File: src/rtl/pll_init_seq.sv
`default_nettype none
// ============================================================================
//  Module   : pll_init_seq
//  Brief    : Reset / loop-filter / lock-qualification / relock sequencer for
//             NUM_PLL PLLs sharing one programming word. Optional status
//             outputs (state_o, retry_o, loss_cnt) under PLL_INIT_STATUS_EN.
//  Revision : 1.0 - initial release
// ============================================================================
module pll_init_seq #(
    parameter int NUM_PLL          = 1,
    parameter int CLK_PERIOD       = 20,
    parameter int MULTI_FAC        = 16,
    parameter int RST_HOLD_NS      = 1000,
    parameter int LOCK_TIMEOUT_CYC = 65536,
    parameter int STABLE_CYC       = 1024,
    parameter int MAX_RETRY        = 3,
    parameter int ICP_STEP         = 4
) (
    input  logic               init_clk,
    input  logic               reset,
    input  logic [NUM_PLL-1:0] pll_lock,
    output logic [NUM_PLL-1:0] pll_rst,
    output logic [5:0]         icpsel,
    output logic [2:0]         lpfres,
    output logic               lock,
    output logic               fail
`ifdef PLL_INIT_STATUS_EN
    ,
    output logic [2:0]         state_o,
    output logic [3:0]         retry_o,
    output logic [7:0]         loss_cnt
`endif
);

    localparam int c_RST_CYC_RAW = (RST_HOLD_NS + CLK_PERIOD - 1) / CLK_PERIOD;
    localparam int c_RST_CYC     = (c_RST_CYC_RAW < 1) ? 1 : c_RST_CYC_RAW;

    // One shared counter serves every timed state, so size it for the longest.
    localparam int c_CNT_MAX_A = (c_RST_CYC > STABLE_CYC) ? c_RST_CYC : STABLE_CYC;
    localparam int c_CNT_MAX   = (c_CNT_MAX_A > LOCK_TIMEOUT_CYC) ? c_CNT_MAX_A : LOCK_TIMEOUT_CYC;
    localparam int c_CNT_W     = $clog2(c_CNT_MAX + 1);

    localparam logic [c_CNT_W-1:0] c_RST_LAST = c_CNT_W'(c_RST_CYC - 1);
    localparam logic [c_CNT_W-1:0] c_TO_LAST  = c_CNT_W'(LOCK_TIMEOUT_CYC - 1);
    localparam logic [c_CNT_W-1:0] c_STB_LAST = c_CNT_W'(STABLE_CYC - 1);
    localparam logic [c_CNT_W-1:0] c_CNT_ONE  = c_CNT_W'(1);

    localparam logic [5:0] c_ICP_BASE = (MULTI_FAC <= 8)  ? 6'd8  :
                                        (MULTI_FAC <= 16) ? 6'd16 : 6'd32;
    localparam logic [2:0] c_LPF_BASE = (MULTI_FAC <= 8)  ? 3'd2  :
                                        (MULTI_FAC <= 16) ? 3'd3  : 3'd4;
    localparam logic [6:0] c_ICP_STEP = 7'(ICP_STEP);
    localparam logic [3:0] c_MAX_RTY  = 4'(MAX_RETRY);

    localparam logic [NUM_PLL-1:0] c_ALL_ONES = {NUM_PLL{1'b1}};

    localparam logic [2:0] c_ST_RST_HOLD  = 3'd0;
    localparam logic [2:0] c_ST_WAIT_LOCK = 3'd1;
    localparam logic [2:0] c_ST_QUALIFY   = 3'd2;
    localparam logic [2:0] c_ST_LOCKED    = 3'd3;
    localparam logic [2:0] c_ST_RETRY     = 3'd4;
    localparam logic [2:0] c_ST_FAIL      = 3'd5;

    logic [NUM_PLL-1:0] r_sync1;
    logic [NUM_PLL-1:0] r_sync2;
    logic [2:0]         r_state;
    logic [c_CNT_W-1:0] r_cnt;
    logic [3:0]         r_retry;
    logic [NUM_PLL-1:0] r_pll_rst;
    logic [5:0]         r_icpsel;
    logic [2:0]         r_lpfres;
    logic               r_lock;
    logic               r_fail;
`ifdef PLL_INIT_STATUS_EN
    logic [7:0]         r_loss;
`endif

    logic               w_all_lk;
    logic [3:0]         w_retry_nxt;
    logic [6:0]         w_icp_sum;
    logic [5:0]         w_icp_nxt;

    assign w_all_lk    = &r_sync2;
    assign w_retry_nxt = r_retry + 4'd1;
    assign w_icp_sum   = {1'b0, r_icpsel} + c_ICP_STEP;
    assign w_icp_nxt   = (w_icp_sum > 7'd63) ? 6'd63 : w_icp_sum[5:0];

    // Raw lock flags come from other clock domains.
    always_ff @(posedge init_clk) begin
        if (reset) begin
            r_sync1 <= '0;
            r_sync2 <= '0;
        end else begin
            r_sync1 <= pll_lock;
            r_sync2 <= r_sync1;
        end
    end

    always_ff @(posedge init_clk) begin
        if (reset) begin
            r_state   <= c_ST_RST_HOLD;
            r_cnt     <= '0;
            r_retry   <= '0;
            r_pll_rst <= c_ALL_ONES;
            r_icpsel  <= c_ICP_BASE;
            r_lpfres  <= c_LPF_BASE;
            r_lock    <= 1'b0;
            r_fail    <= 1'b0;
`ifdef PLL_INIT_STATUS_EN
            r_loss    <= '0;
`endif
        end else begin
            case (r_state)
                c_ST_RST_HOLD: begin
                    r_pll_rst <= c_ALL_ONES;
                    r_lock    <= 1'b0;
                    if (r_cnt == c_RST_LAST) begin
                        r_pll_rst <= '0;
                        r_cnt     <= '0;
                        r_state   <= c_ST_WAIT_LOCK;
                    end else begin
                        r_cnt <= r_cnt + c_CNT_ONE;
                    end
                end

                c_ST_WAIT_LOCK: begin
                    if (w_all_lk) begin
                        r_cnt   <= '0;
                        r_state <= c_ST_QUALIFY;
                    end else if (r_cnt == c_TO_LAST) begin
                        // PLLs go back into reset before icpsel is touched.
                        r_pll_rst <= c_ALL_ONES;
                        r_cnt     <= '0;
                        r_state   <= c_ST_RETRY;
                    end else begin
                        r_cnt <= r_cnt + c_CNT_ONE;
                    end
                end

                c_ST_QUALIFY: begin
                    if (!w_all_lk) begin
                        r_cnt   <= '0;
                        r_state <= c_ST_WAIT_LOCK;
                    end else if (r_cnt == c_STB_LAST) begin
                        r_cnt   <= '0;
                        r_state <= c_ST_LOCKED;
                    end else begin
                        r_cnt <= r_cnt + c_CNT_ONE;
                    end
                end

                c_ST_LOCKED: begin
                    if (w_all_lk) begin
                        r_lock <= 1'b1;
                    end else begin
                        // Relock keeps the tuned icpsel but grants a fresh retry budget.
                        r_lock    <= 1'b0;
                        r_pll_rst <= c_ALL_ONES;
                        r_cnt     <= '0;
                        r_retry   <= '0;
                        r_state   <= c_ST_RST_HOLD;
`ifdef PLL_INIT_STATUS_EN
                        if (r_loss != 8'hFF) begin
                            r_loss <= r_loss + 8'd1;
                        end
`endif
                    end
                end

                c_ST_RETRY: begin
                    r_retry   <= w_retry_nxt;
                    r_pll_rst <= c_ALL_ONES;
                    r_cnt     <= '0;
                    if (w_retry_nxt == c_MAX_RTY) begin
                        r_fail  <= 1'b1;
                        r_state <= c_ST_FAIL;
                    end else begin
                        r_icpsel <= w_icp_nxt;
                        r_state  <= c_ST_RST_HOLD;
                    end
                end

                c_ST_FAIL: begin
                    r_pll_rst <= c_ALL_ONES;
                    r_lock    <= 1'b0;
                    r_fail    <= 1'b1;
                end

                default: begin
                    r_pll_rst <= c_ALL_ONES;
                    r_lock    <= 1'b0;
                    r_cnt     <= '0;
                    r_state   <= c_ST_RST_HOLD;
                end
            endcase
        end
    end

    assign pll_rst = r_pll_rst;
    assign icpsel  = r_icpsel;
    assign lpfres  = r_lpfres;
    assign lock    = r_lock;
    assign fail    = r_fail;

`ifdef PLL_INIT_STATUS_EN
    assign state_o  = r_state;
    assign retry_o  = r_retry;
    assign loss_cnt = r_loss;
`endif

endmodule
`default_nettype wire
File: config.mk
export PLATFORM = sky130hd
export DESIGN_NAME = pll_init_seq
export DESIGN_NICKNAME = d
export VERILOG_FILES = /design/src/rtl/pll_init_seq.sv
export SDC_FILE = /design/constraint.sdc
export NUM_CORES = 1
export LEC_CHECK = 0
export BUFFER_PORTS_ARGS = -buffer_cell sky130_fd_sc_hd__buf_4
export CORE_UTILIZATION = 59
export DETAILED_ROUTE_END_ITERATION = 8
export PLACE_DENSITY = 0.78
export SLEW_MARGIN = 20
export SYNTH_ARGS = -nofsm -noshare
export SYNTH_HDL_FRONTEND = slang
export SYNTH_SLANG_ARGS = --single-unit
File: constraint.sdc
create_clock -name init_clk -period 2.5 [get_ports init_clk]
set_input_delay 0.625 -clock init_clk [delete_from_list [all_inputs] [get_ports init_clk]]
set_output_delay 0.625 -clock init_clk [all_outputs]
set_load 0.03 [all_outputs]
==> metrics, run 1 <==
commonest cells after routing, fill and taps aside 33 x nor2_1, 31 x dfxtp_1, 19 x a21oi_1; skew final 0.00555 ns; RSZ-0062 raised after global routing no; All-Layer GR Usage 24.8%; CP Capture Type register; crit share post-route 92.4%; number of synthesized flops with an enable pin 0; static leakage 0.791 nW; VDD IR-drop max 0.354 mV; Crit Path Class register to register; Synth warnings 0; dpl hpwl 2.74 mm; Clock Tree Root clkbuf_4; setup bufs post-CTS 0; CP Max Fanout 12; ys flop type dfxtp_1; setup_tns 0 ns; Max Clock Freq 0.433 GHz; Post-Synthesis Cells 232; Final nets 256; hold buffer count at cts 0; #FFs+latches synth 34; initial antenna violation count 0; diodes inserted 0; GPL Wtd Cong 0.864; die width 59.9 um; H-tree levels 2; vias in the first global route 1472; Clock Sinks 34; Setup crit start kind register; MaxCap Viol Count 0; Routed WL 3.77 mm; first drt pass iteration count 4; clock buffer depth 2; critical path required time 2.71 ns; Die Span Y 59.9 um; top cell type's share of synthesized area 34.4%; Synth cell types 53; final-report hold violation count 0; ANT nets after route 0; power per cell area 412 nW/um^2; worst slew pin tran 0.596 ns; first-pass GRT wire length 6.54 mm; largest net degree at the start of global routing 21; Starting DRT DRC Count 119; asr flop ratio synth 0%; I/O pin total 15; Avg WL per Cell 13.1 um; cell area after synthesis 1980 um^2; status complete, no violations; sequential share of the synthesized area 34.4%; min Tclk post-route 2.31 ns; total die area 3590 um^2; initial core utilization 63.2%; Clock Latency Late Sink 0.34 ns; clock buffer count from CTS 5; critical path data arrival time 2.52 ns; post-layout instance area 2100 um^2; Placeable Area 3130 um^2; max-slew violation count 0; reg2reg setup slack 0.19 ns; input/output buffers 11; FP Rows 20; commonest non-fill, non-tap cell in the layout nor2_1; area delta synth->final 6.39%; CTS tree done; DRC 0; worst hold path type register to register; GRT overflow 0; post-cts gate resize count 0; share of cells above drive strength 1 15.9%; Worst-path clk slew 0.10 ns; most area-consuming cells after synthesis dfxtp_1 34%, nor2_1 6.3%, ha_1 5.1%; Vias 1645; Yosys top cell by area dfxtp_1; Post-DP Area 2050 um^2; vias per inst 5.69; Final Setup Violations 0; Rel. slew slack 60.2%; fill count 292; syn_area_per_cell 8.53 um^2
## sequential cells by signal, summed over array words and instances, names as in the netlist
register,cells
r_sync1,1
lock,1
fail,1
r_state,3
pll_rst,1
r_sync2,1
icpsel,5
r_retry,4
r_cnt,17
## cells in the mapped netlist, drive strengths merged, types with 5 or more instances
library cell	n
a21oi	19
a31oi	5
buf	5
clkbuf	8
dfxtp	34
ha	8
inv	9
nand2	16
nand3	5
nand3b	5
nand4	5
nor2	33
nor3	7
nor4	5
o21ai	8
xnor2	7
## cells by family (layout without fill, tap and decap cells)
| family | count (synthesis) | count (layout) | share of synthesized area, % |
|---|---|---|---|
| DFF | 34 | 34 | 34.4 |
| muxes | 3 | 3 | 1.58 |
| other | 2 | 3 | 0.380 |
| AOI/OAI and AO/OA | 52 | 52 | 18.2 |
| xor gates and xnor gates | 11 | 11 | 4.87 |
| and+or+nand+nor | 100 | 100 | 27.8 |
| adders and majority gates | 8 | 8 | 5.06 |
| buffers and inverters | 22 | 34 | 7.72 |
## critical path, stage by stage, from the launching register on
cell	delay [ns]
dfxtp_1	0.41
and4_1	0.26
nand3_1	0.11
or3_1	0.41
inv_1	0.07
ha_1	0.18
nor2_1	0.05
nand2_1	0.10
o21ai_2	0.11
o31ai_2	0.19
buf_4	0.22
a211oi_1	0.07
## worst paths after layout
check,startpoint,to,cells past startpoint
worst max-delay path,r_cnt[7],r_cnt[1],11
worst max register to register,r_cnt[7],r_cnt[1],11
worst min-delay path,r_sync1,r_sync2,1
worst min register to register,r_sync1,r_sync2,1
## metrics by stage
| step | worst slack (ns) | power [mW] | instances | utilization (%) | hold WS [ns] |
|---|---|---|---|---|---|
| final | 0.190 | 0.867 | 289 | 67.3 | 0.449 |
| after global routing | 0.00714 | 0.908 | 289 | 67.3 | 0.471 |
| after CTS | 0.158 | 0.878 | 289 | 67.2 | 0.452 |
| after detailed placement | 0.179 | 0.601 | 282 | 65.6 | 0.430 |
| after global placement | 0.275 | 0.600 | 282 | 65.6 | 0.419 |
| after floorplan | 0.301 | 0.596 | 233 | - | 0.414 |
## power by group
part | switching [mW] | internal [mW]
combinational | 0.0227 | 0.0117
sequential | 0.00721 | 0.547
clock | 0.177 | 0.101
## per-layer routing
metal / track usage, % / wire (um)
met1: 33.0 / 1880
met2: 38.1 / 1690
met3: 8.44 / 166
met4: 6.98 / 40
met5: 0 / 0
## area by class of cell
cell class	count	area [um^2]	area share (%)
multi-input combinational	177	1150	54.6
timing repair buffer	18	135	6.42
clock inverter	2	10.0	0.476
tap	44	55.1	2.62
sequential	34	684	32.5
clock buffer	5	37.5	1.78
inverter	9	33.8	1.61
Note: power is estimated with default switching activity, not from simulation.
==> run 2: changes to the inputs <==
- CORE_MARGIN: default -> 2
==> run 2 against run 1 <==
  * Setup slack worse by 0.057 ns
  * Largest power group unchanged
  * Global-route usage shrank 1.7 points
  * Utilization down 2.3 points
  * Clock-buffer cell count increased by 1
  * Sequential power barely moved
  * Critical endpoint is now r_state[2]
  * Fmax fell by 2.4%
  * Hold slack improved by 0.0011 ns
  * Clock skew about the same
  * Die area is 6.8% higher
==> metrics, run 2 (synthesized netlist as in run 1, its figures left out) <==
GRT overflow 0; post-place setup slack 0.155 ns; routed length on met2 1.84 mm; Metal-1 WL 1.92 mm; initial antenna violation count 0; CP endpoint r_state[2]; worst slew pin tran 0.563 ns; GPL Wtd Cong 0.859; MaxCap Viol Count 0; crit share post-route 94.7%; Setup crit start kind register; RSZ-0062 raised after global routing no; largest net degree at the start of global routing 21; r2r endpoint r_state[2]; NetSw 0.218 mW; worst hold path type register to register; final-report hold violation count 0; Biggest register r_cnt; WP buf/inv 1; Critical Path Max Stage Delay 0.44 ns; Worst Reg2Reg Path Length in Cells 10; I/O pin total 15; first drt pass iteration count 4; Logic pwr share 3.9%; fill count 301; CP Capture Type register; commonest non-fill, non-tap cell in the layout nor2_1; share of cells above drive strength 1 17.0%; Max Clock Freq 0.422 GHz; critical path data arrival time 2.60 ns; Final Setup Violations 0; dpl hpwl 2.83 mm; status complete, no violations; All-Layer GR Usage 23.1%; Clock Tree Root clkbuf_4; Starting DRT DRC Count 98; most frequent CP cell or3_1; ANT nets after route 0; skew final 0.00587 ns; Routed WL 3.94 mm; Placeable Area 3280 um^2; cell-by-cell trace of the critical path and4_1, nand3_1, or3_1, inv_1, ha_1, nor2_1, nand2_1, o21ai_2, or3_1, o41ai_2; Clock Latency Late Sink 0.32 ns; largest delay contributor family on the critical path simple AND/OR/NAND/NOR gates; Die Span Y 61.9 um; hold buffer count at cts 0; dpl cells 285; clock buffer depth 2; reg-to-reg critical path startpoint r_cnt[8]; Sw Ratio 23.9%; H-tree levels 2; clock buffer count from CTS 5; Crit. path cell count 10; Final nets 257; static leakage 0.798 nW; first-pass GRT wire length 6.62 mm; setup_tns 0 ns; total die area 3830 um^2; CP max-delay cell dfxtp_1; commonest cells after routing, fill and taps aside 33 x nor2_1, 31 x dfxtp_1, 19 x a21oi_1, 19 x buf_4, 16 x nand2_1; setup ws final 0.133 ns; Vias 1665; post-layout instance area 2130 um^2; input/output buffers 11; reg2reg setup slack 0.13 ns; CP Max Fanout 8; Rel. slew slack 62.2%; Avg WL per Cell 13.5 um; critical path required time 2.73 ns; DRC 0; Reg power frac 60.8%; utilization after layout 65.0%; post-route non-filler standard cell count 293; Worst-path clk slew 0.11 ns; internal power 0.695 mW; CP startpoint r_cnt[8]; max-slew violation count 0; vias per inst 5.68; Post-DP Area 2060 um^2; VDD IR-drop max 0.353 mV; clock share of power 35.4%; Largest register FFs 17; Top Layer Used met4; Crit Path Class register to register; FP Rows 21; Clock Sinks 34; initial core utilization 60.2%; CTS tree done; diodes inserted 0; die width 61.9 um; vias in the first global route 1514; power per cell area 428 nW/um^2; min Tclk post-route 2.37 ns; Met3 Wirelength 131 um; area delta synth->final 7.84%; WHS 0.450 ns; Tot Pwr 0.913 mW
==> run 2: worst min-delay path by stage <==
stage | startpoint | endpoint | slack, ns | cells after the start
after CTS | r_sync1 | r_sync2 | 0.46 | 1
after detailed placement | r_sync1 | r_sync2 | 0.43 | 1
after floorplan | r_sync1 | r_sync2 | 0.41 | 1
after global routing | pll_lock | r_sync1 | 0.48 | 2
final | r_sync1 | r_sync2 | 0.45 | 1
after global placement | r_sync1 | r_sync2 | 0.42 | 1
==> run 2: timing repair <==
| item | 4_1_cts | 5_1_grt |
|---|---|---|
| setup endpoints to repair | 0 | 13 |
| setup buffers | 0 | 0 |
| gates resized for setup | 0 | 4 |
==> run 2: area by class of cell <==
| type | count | area, um^2 | share of cell area [%] |
|---|---|---|---|
| Clock buffer | 6 | 51.3 | 2.40 |
| Clock inverter | 2 | 12.5 | 0.587 |
| Inverter | 9 | 33.8 | 1.58 |
| Multi-Input combinational cell | 177 | 1150 | 54.0 |
| Sequential cell | 34 | 684 | 32.1 |
| Tap cell | 46 | 57.6 | 2.70 |
| Timing Repair Buffer | 19 | 143 | 6.69 |
==> run 2: power groups by stage <==
stage / Combinational (mW) / Sequential (mW) / Clock [mW]
finish: 0.0353 / 0.555 / 0.323
global placement: 0.0342 / 0.567 / 0
CTS: 0.0351 / 0.555 / 0.333
floorplan: 0.0310 / 0.565 / 0
global route: 0.0389 / 0.557 / 0.360
detailed placement: 0.0350 / 0.567 / 0
==> run 2: routing by layer <==
metal  up-vias  global-route usage (%)
met4         0                    8.81
met1       778                    30.2
met5         -                       0
li1        856                       -
met3         4                    4.55
met2        27                    37.4
